<file path="src/rtl/universal_shift_reg.sv">
// ---------------------------------------------------------------------------
// universal_shift_reg
//
// Purpose:
//   WIDTH-bit register with a mode-selected next-state function (hold, load,
//   logical shift left/right, rotate left/right, arithmetic shift right) and
//   a self-timed serializer that loads a word and streams it out one bit per
//   clock with busy / sout_valid / done handshakes.
//
// Parameters:
//   WIDTH      register width, 2..64
//   RESET_VAL  value of q while reset is asserted
//   MSB_FIRST  1: serialize MSB first, 0: LSB first
//
// Ports:
//   clk         rising-edge clock
//   reset       asynchronous active-low reset
//   en          clock enable for the mode operations (ignored while busy)
//   mode        operation select
//                 000 hold, 001 load, 010 shl, 011 shr, 100 rol, 101 ror,
//                 110 asr, 111 start serialize
//   pin         parallel load data
//   sin_l       bit shifted into the MSB on a logical right shift
//   sin_r       bit shifted into the LSB on a left shift
//   q           register contents
//   sout        serial data bit
//   sout_valid  high while sout carries a serialized bit
//   busy        high while a serialize sequence is in progress
//   done        one-cycle pulse after the last serialized bit
// ---------------------------------------------------------------------------
module universal_shift_reg #(
  parameter int               WIDTH     = 4,
  parameter logic [WIDTH-1:0] RESET_VAL = '0,
  parameter bit               MSB_FIRST = 1'b1
) (
  input  logic             clk,
  input  logic             reset,
  input  logic             en,
  input  logic [2:0]       mode,
  input  logic [WIDTH-1:0] pin,
  input  logic             sin_l,
  input  logic             sin_r,
  output logic [WIDTH-1:0] q,
  output logic             sout,
  output logic             sout_valid,
  output logic             busy,
  output logic             done
);

  // One extra bit so the counter can hold WIDTH itself without wrapping.
  localparam int CW = $clog2(WIDTH) + 1;
  localparam logic [CW-1:0] LAST = CW'(WIDTH);

  typedef enum logic {
    S_IDLE  = 1'b0,
    S_SHIFT = 1'b1
  } state_t;

  state_t           state_reg, state_next;
  logic [WIDTH-1:0] q_reg, q_next;
  logic [CW-1:0]    cnt_reg, cnt_next;
  logic             sout_reg, sout_next;
  logic             valid_reg, valid_next;
  logic             busy_reg, busy_next;
  logic             done_reg, done_next;

  // Candidate next values for each mode, built bit by bit.
  logic [WIDTH-1:0] shl_vec;
  logic [WIDTH-1:0] shr_vec;
  logic [WIDTH-1:0] rol_vec;
  logic [WIDTH-1:0] ror_vec;
  logic [WIDTH-1:0] asr_vec;
  logic [WIDTH-1:0] ser_vec;    // q after one serialize step
  logic [WIDTH-1:0] pin_step;   // pin after one serialize step (gapless restart)
  logic             ser_bit;    // bit leaving q on a serialize step
  logic             pin_bit;    // first bit of pin on a gapless restart

  genvar gi;
  generate
    for (gi = 0; gi < WIDTH; gi++) begin : g_bits
      // Left-moving operations: bit gi takes bit gi-1, bit 0 takes the fill.
      if (gi == 0) begin : g_lsb
        assign shl_vec[gi] = sin_r;
        assign rol_vec[gi] = q_reg[WIDTH-1];
      end else begin : g_lsb_n
        assign shl_vec[gi] = q_reg[gi-1];
        assign rol_vec[gi] = q_reg[gi-1];
      end

      // Right-moving operations: bit gi takes bit gi+1, the MSB takes the fill.
      if (gi == WIDTH-1) begin : g_msb
        assign shr_vec[gi] = sin_l;
        assign ror_vec[gi] = q_reg[0];
        assign asr_vec[gi] = q_reg[WIDTH-1];
      end else begin : g_msb_n
        assign shr_vec[gi] = q_reg[gi+1];
        assign ror_vec[gi] = q_reg[gi+1];
        assign asr_vec[gi] = q_reg[gi+1];
      end
    end

    // Serialize direction is fixed at elaboration; zero fill either way so
    // q is all zeros once every bit has left.
    if (MSB_FIRST) begin : g_ser_msb
      assign ser_vec  = {q_reg[WIDTH-2:0], 1'b0};
      assign ser_bit  = q_reg[WIDTH-1];
      assign pin_step = {pin[WIDTH-2:0], 1'b0};
      assign pin_bit  = pin[WIDTH-1];
    end else begin : g_ser_lsb
      assign ser_vec  = {1'b0, q_reg[WIDTH-1:1]};
      assign ser_bit  = q_reg[0];
      assign pin_step = {1'b0, pin[WIDTH-1:1]};
      assign pin_bit  = pin[0];
    end
  endgenerate

  always_comb begin
    state_next = state_reg;
    q_next     = q_reg;
    cnt_next   = cnt_reg;
    sout_next  = 1'b0;
    valid_next = 1'b0;
    busy_next  = busy_reg;
    done_next  = 1'b0;

    unique case (state_reg)
      S_IDLE: begin
        if (en) begin
          unique case (mode)
            3'b000: q_next = q_reg;
            3'b001: q_next = pin;
            3'b010: q_next = shl_vec;
            3'b011: q_next = shr_vec;
            3'b100: q_next = rol_vec;
            3'b101: q_next = ror_vec;
            3'b110: q_next = asr_vec;
            3'b111: begin
              state_next = S_SHIFT;
              busy_next  = 1'b1;
              if (done_reg) begin
                // Restart issued in the done cycle: the load cycle is folded
                // into this edge so the first bit goes out immediately and
                // sout_valid drops for the done cycle only.
                q_next     = pin_step;
                sout_next  = pin_bit;
                valid_next = 1'b1;
                cnt_next   = CW'(1);
              end else begin
                q_next   = pin;
                cnt_next = '0;
              end
            end
            default: q_next = q_reg;
          endcase
        end
      end

      S_SHIFT: begin
        // All inputs are ignored here, including a fresh mode=111.
        if (cnt_reg == LAST) begin
          state_next = S_IDLE;
          busy_next  = 1'b0;
          done_next  = 1'b1;
          cnt_next   = '0;
        end else begin
          q_next     = ser_vec;
          sout_next  = ser_bit;
          valid_next = 1'b1;
          cnt_next   = cnt_reg + CW'(1);
        end
      end

      default: begin
        state_next = S_IDLE;
        busy_next  = 1'b0;
      end
    endcase
  end

  always_ff @(posedge clk or negedge reset) begin
    if (!reset) begin
      state_reg <= S_IDLE;
      q_reg     <= RESET_VAL;
      cnt_reg   <= '0;
      sout_reg  <= 1'b0;
      valid_reg <= 1'b0;
      busy_reg  <= 1'b0;
      done_reg  <= 1'b0;
    end else begin
      state_reg <= state_next;
      q_reg     <= q_next;
      cnt_reg   <= cnt_next;
      sout_reg  <= sout_next;
      valid_reg <= valid_next;
      busy_reg  <= busy_next;
      done_reg  <= done_next;
    end
  end

  assign q          = q_reg;
  assign sout       = sout_reg;
  assign sout_valid = valid_reg;
  assign busy       = busy_reg;
  assign done       = done_reg;

endmodule

</file>
<file path="config.mk">
export PLATFORM = sky130hd
export DESIGN_NAME = universal_shift_reg
export DESIGN_NICKNAME = d
export VERILOG_FILES = /design/src/rtl/universal_shift_reg.sv
export SDC_FILE = /design/constraint.sdc
export NUM_CORES = 1
export LEC_CHECK = 0
export CAP_MARGIN = 5
export CORE_MARGIN = 1
export CORE_UTILIZATION = 40
export DETAILED_ROUTE_END_ITERATION = 6
export PLACE_DENSITY_LB_ADDON = 0.08
export SLEW_MARGIN = 20
export SYNTH_ARGS = -nofsm -noshare
export SYNTH_HDL_FRONTEND = slang
export SYNTH_SLANG_ARGS = --single-unit
</file>
<file path="constraint.sdc">
create_clock -name clk -period 4 [get_ports clk]
set_input_delay 0.8 -clock clk [delete_from_list [all_inputs] [get_ports clk]]
set_output_delay 0.8 -clock clk [all_outputs]
set_load 0.02 [all_outputs]
</file>
Word-level counts from Yosys, hierarchy flattened:

Cells that the tools add are included.
W data, S select, Z words.

* output and inout port bits: 8
* flip-flop bits (word level): 12

* reductions and logical operators: 5
* bitwise operators: 1
* multiplexer cells: 29
* equal/unequal tests: 14
* $add $sub $neg: 1

Operator list (number)
* $pmux W4 S7: 1
* $mux W1: 16
* $eq A3 B3 Y1 const B: 5
* $mux W4: 3
* $mux W3: 3
* $ne A2 B2 Y1 const B: 4
* $pmux W1 S2: 4
* $pmux W4 S2: 1
* $eq A3 B2 Y1 const B: 2
* $pmux W3 S2: 1
* $reduce_and A3 Y1: 2
* $ne A2 B1 Y1 const B: 2
* $reduce_and A4 Y1: 1
* $add A3 B1 Y3 const B: 1
* $eq A3 B1 Y1 const B: 1
* $logic_not A3 Y1: 1
* $reduce_and A2 Y1: 1
* $not A1 Y1: 1

Longest topological paths before layout:

* depth after elaboration: 4
* mapped depth: 6
* gate-level depth less buffers: 6

Least setup slack after synthesis:

OpenSTA, ideal clock, no wires.

* kind: input to register
* start: in mode[0]
* end: reg q_reg[1] (netlist: q[1])
* path slack: 2.340 ns
* cell stages on the path: 5
* library setup time: 0.066 ns
* arrival time: 1.594 ns
* path through: buf_6 > or3_1 > a211oi_2 > a211oi_1 > nand2_1

* word-level cells in the longest chain between the ends: 4
* elaborated cells between the ends (all ways): 13

RTL lines
* start, declared: RTL line 39 `input logic [2:0] mode,`
* $eq A3 B3 Y1, or another cell as far along: RTL line 129 `unique case (mode)`
* $pmux W4 S7: RTL line 129
* $mux W4: RTL line 128 `if (en) begin`
* $pmux W4 S2: RTL line 126 `unique case (state_reg)`
* end signal, assigned: RTL line 191 `q_reg <= q_next;`
* end, declared: RTL line 60 `logic [WIDTH-1:0] q_reg, q_next;`

Several ways; a longest one is shown, not always the timed one. The select of a mux whose other input is x is not followed.
A chain may end at the register's enable or synchronous reset.

Final worst setup path:

* start: in mode[1]
* end: reg q_reg[3] (netlist: q[3])

The elaborated chain is that of the path after synthesis.

==> results.py <==
metrics = {
    "timing": {
        "timing.max_slew.rel_slack_pct": 46.00,
        "part_of_the_cycle_the_worst_path_needs_pct": 59.66,
        "slew_violations": 0,
        "finalClockSkew_ns": 0.009570,
        "setup_violations": 0,
        "timing.setup.tns_ns": 0,
        "grt_setup_unrepaired": "no",
        "worst_slew_pin_slew_ns": 0.8074,
        "max_clock_freq_ghz": 0.4190,
        "report.final.hold_viol_count": 0,
        "post-route-min-period_ns": 2.387,
    },
    "logic_synthesis": {
        "synth-edff-count": 0,
        "ys.warnings.count": 0,
        "synth_fp_nets": 122,
        "async_reset_ff_share_pct": 100.0,
        "ys_seq_elements": 12,
        "synth_sequential_area_ratio_pct": 33.20,
        "syn_avg_cell_area_um2": 8.376,
        "synthesis.instances": 108,
        "cell_area_synth_um2": 904.6,
        "number_of_distinct_library_cells_after_synthesis": 41,
        "synthFlopType": "dfrtp_1",
    },
    "pwr": {
        "power.leakage_nw": 0.4505,
        "power_density_over_the_cells_mw_per_mm2": 626.3,
        "vdd.ir_drop.worst_mv": 0.3997,
    },
    "critical_path": {
        "worst_ep_arrival_time_ns": 2.53,
        "worst-path-max-fanout": 25,
        "worst_setup_path_end_kind": "flop",
        "startpoint_type": "input port",
        "worst-setup-path-type": "input port to flop",
        "timing.critical_path.required_ns": 4.14,
        "cpPeakStageDelay_ns": 0.83,
        "critical_path.slowest_cell": "clkdlybuf4s50_1",
        "worstPathCellList": "clkdlybuf4s50_1 -> nand4b_1 -> o21ai_1 -> a2111oi_2 -> o2bb2ai_1",
    },
    "placement": {
        "port_buffers": 19,
        "gp_congestion": 0.8737,
        "dpl.hpwl_um": 1577,
    },
    "floorplan": {
        "placement_rows": 16,
        "die_w_um": 49.56,
        "die_height_um": 49.56,
        "die_area_mm2": 0.002456,
        "floorplan.io_pins": 20,
        "core-area_mm2": 0.002042,
        "effective_utilization_at_floorplan_pct": 44.30,
    },
    "route": {
        "via_count": 880,
        "viasPerCell": 5.828,
        "postRouteAntennaNets": 0,
        "wire_per_inst_um": 14.51,
        "drt_pass1_iterations": 4,
        "totalWireLength_um": 2191,
        "remaining_drc_errors": 0,
        "drt_iter0_markers": 15,
    },
    "global_route": {
        "grt_pass1_vias": 827,
        "grt-ovfl-total": 0,
        "grt_usage_pct": 19.26,
        "grt_start_max_net_pins": 26,
        "grt_pass1_wl_um": 3670,
        "use_met1_pct": 27.39,
        "globalRouteMet2Util_pct": 27.70,
        "grt_antenna_before_repair": 0,
        "groute.layer.met3.usage_pct": 5.247,
        "globalRoute.busiestLayer": "met2",
    },
    "worst_hold_path": {
        "hp-class": "flop to flop",
    },
    "final_layout": {
        "post-route-util_pct": 54.47,
        "final_layout_size_suffix_gt1_share_pct": 7.258,
        "most_used_cells_in_the_layout_excluding_fill_and_tap_cells": "clkdlybuf4s50_1, nand2_1, dfrtp_1",
        "flip_flop_count_of_the_largest_register_after_layout": 4,
        "final_common_cell": "clkdlybuf4s50_1",
        "antennaDiodeCount": 0,
        "number_of_nets_in_the_finished_design": 139,
        "area.growth.synth_to_final_pct": 22.96,
    },
    "cts": {
        "clock_tree.htree_level_count": 1,
        "cts_inserted_buffers": 3,
        "clock_latency_ns": 0.27,
        "cts_sinks": 12,
        "clk_pin_slew_ns": 0.07,
        "post_cts.resized_instances": 0,
        "cts_root_buf": "clkbuf_4",
        "max-clock-path-buffers": 2,
        "cts.repair_timing.setup_buffer_count": 0,
        "hold_buffers": 0,
        "tritoncts_clock_tree": "done",
    },
    "status": {
        "run_status": "finished, final reports clean",
    },
    "flow_run": {
        "maxCapViolations": 0,
    },
}
## per-stage QoR
step / std cells / hold WS, ns / setup WS, ns / cell area [um2] / power, mW
4_1_cts: 151 / 0.5199 / 1.660 / 1112 / 0.7011
3_3_place_gp: 147 / 0.4845 / 1.462 / 1076 / 0.5953
5_1_grt: 151 / 0.5444 / 1.514 / 1112 / 0.7538
3_5_place_dp: 147 / 0.5031 / 1.382 / 1076 / 0.6017
2_1_floorplan: 108 / 0.4933 / 2.340 / 904.6 / 0.4658
6_report: 151 / 0.5128 / 1.613 / 1112 / 0.6967
## metal layers
metal	vias to the layer above	share of wire (%)
met5	-	0
met4	0	0.27
met3	2	3.6
met2	21	46
met1	429	50
li1	428	-
## worst max-delay path, delay by kind of cell
| family | cells | cell delay (ns) |
|---|---|---|
| AOI/OAI and AO/OA | 3 | 0.63 |
| buffers and inverters | 1 | 0.83 |
| and+or+nand+nor | 1 | 0.27 |
## final cells by class
cell class              instances  area (um2)
well taps                      27       33.78
flip-flops and latches         12       300.3
fillers                       209       929.6
inverters                       8       30.03
clock buffers                   4       36.28
repair buffers                 19       190.2
multi-input cells              81       521.8
## cell families after synthesis
logic type / synth area share, %
muxes: 5.671
adders and majority gates: 2.766
and+or+nand+nor: 23.24
AOI/OAI and AO/OA: 26.00
buffers and inverters: 9.129
DFF: 33.20
## synth_stat cells, types with 2 or more instances
cell type | instances | area, um2
mux2i_1 | 4 | 40.04
o22ai_1 | 2 | 12.51
a211oi_1 | 2 | 15.01
a31oi_1 | 3 | 18.77
inv_1 | 7 | 26.28
buf_2 | 3 | 15.01
nand3_1 | 2 | 10.01
dfrtp_1 | 12 | 300.3
ha_1 | 2 | 25.02
nor2b_1 | 2 | 12.51
and2_1 | 2 | 12.51
a311oi_1 | 2 | 17.52
nand2b_1 | 5 | 31.28
a21oi_1 | 5 | 25.02
nand2_1 | 12 | 45.04
o21ai_0 | 7 | 35.03
nor2_1 | 9 | 33.78
buf_6 | 2 | 22.52
nand3b_1 | 2 | 15.01
nand4_1 | 2 | 12.51
## path summary, 6_finish.rpt
path	slack, ns	start	to	cells after the start
max	1.61	mode[1]	q[3]$_DFFE_PN0P_	5
min	0.51	busy$_DFFE_PN0P_	busy$_DFFE_PN0P_	2
max reg2reg	2.41	cnt_reg[0]$_DFFE_PN0P_	q[2]$_DFFE_PN0P_	6
min reg2reg	0.51	busy$_DFFE_PN0P_	busy$_DFFE_PN0P_	2
min in group asynchronous	0.87	reset	q[0]$_DFFE_PN0P_	1
max in group asynchronous	2.76	reset	busy$_DFFE_PN0P_	1
## power by group
part	internal [mW]	leakage, nW	total (mW)	switching (mW)
registers	0.176	0.149	0.246	0.0696
logic	0.167	0.280	0.356	0.188
clock network	0.0553	0.0210	0.0956	0.0403
total	0.399	0.450	0.697	0.298
No activity file was read; power rests on OpenSTA's default activity.
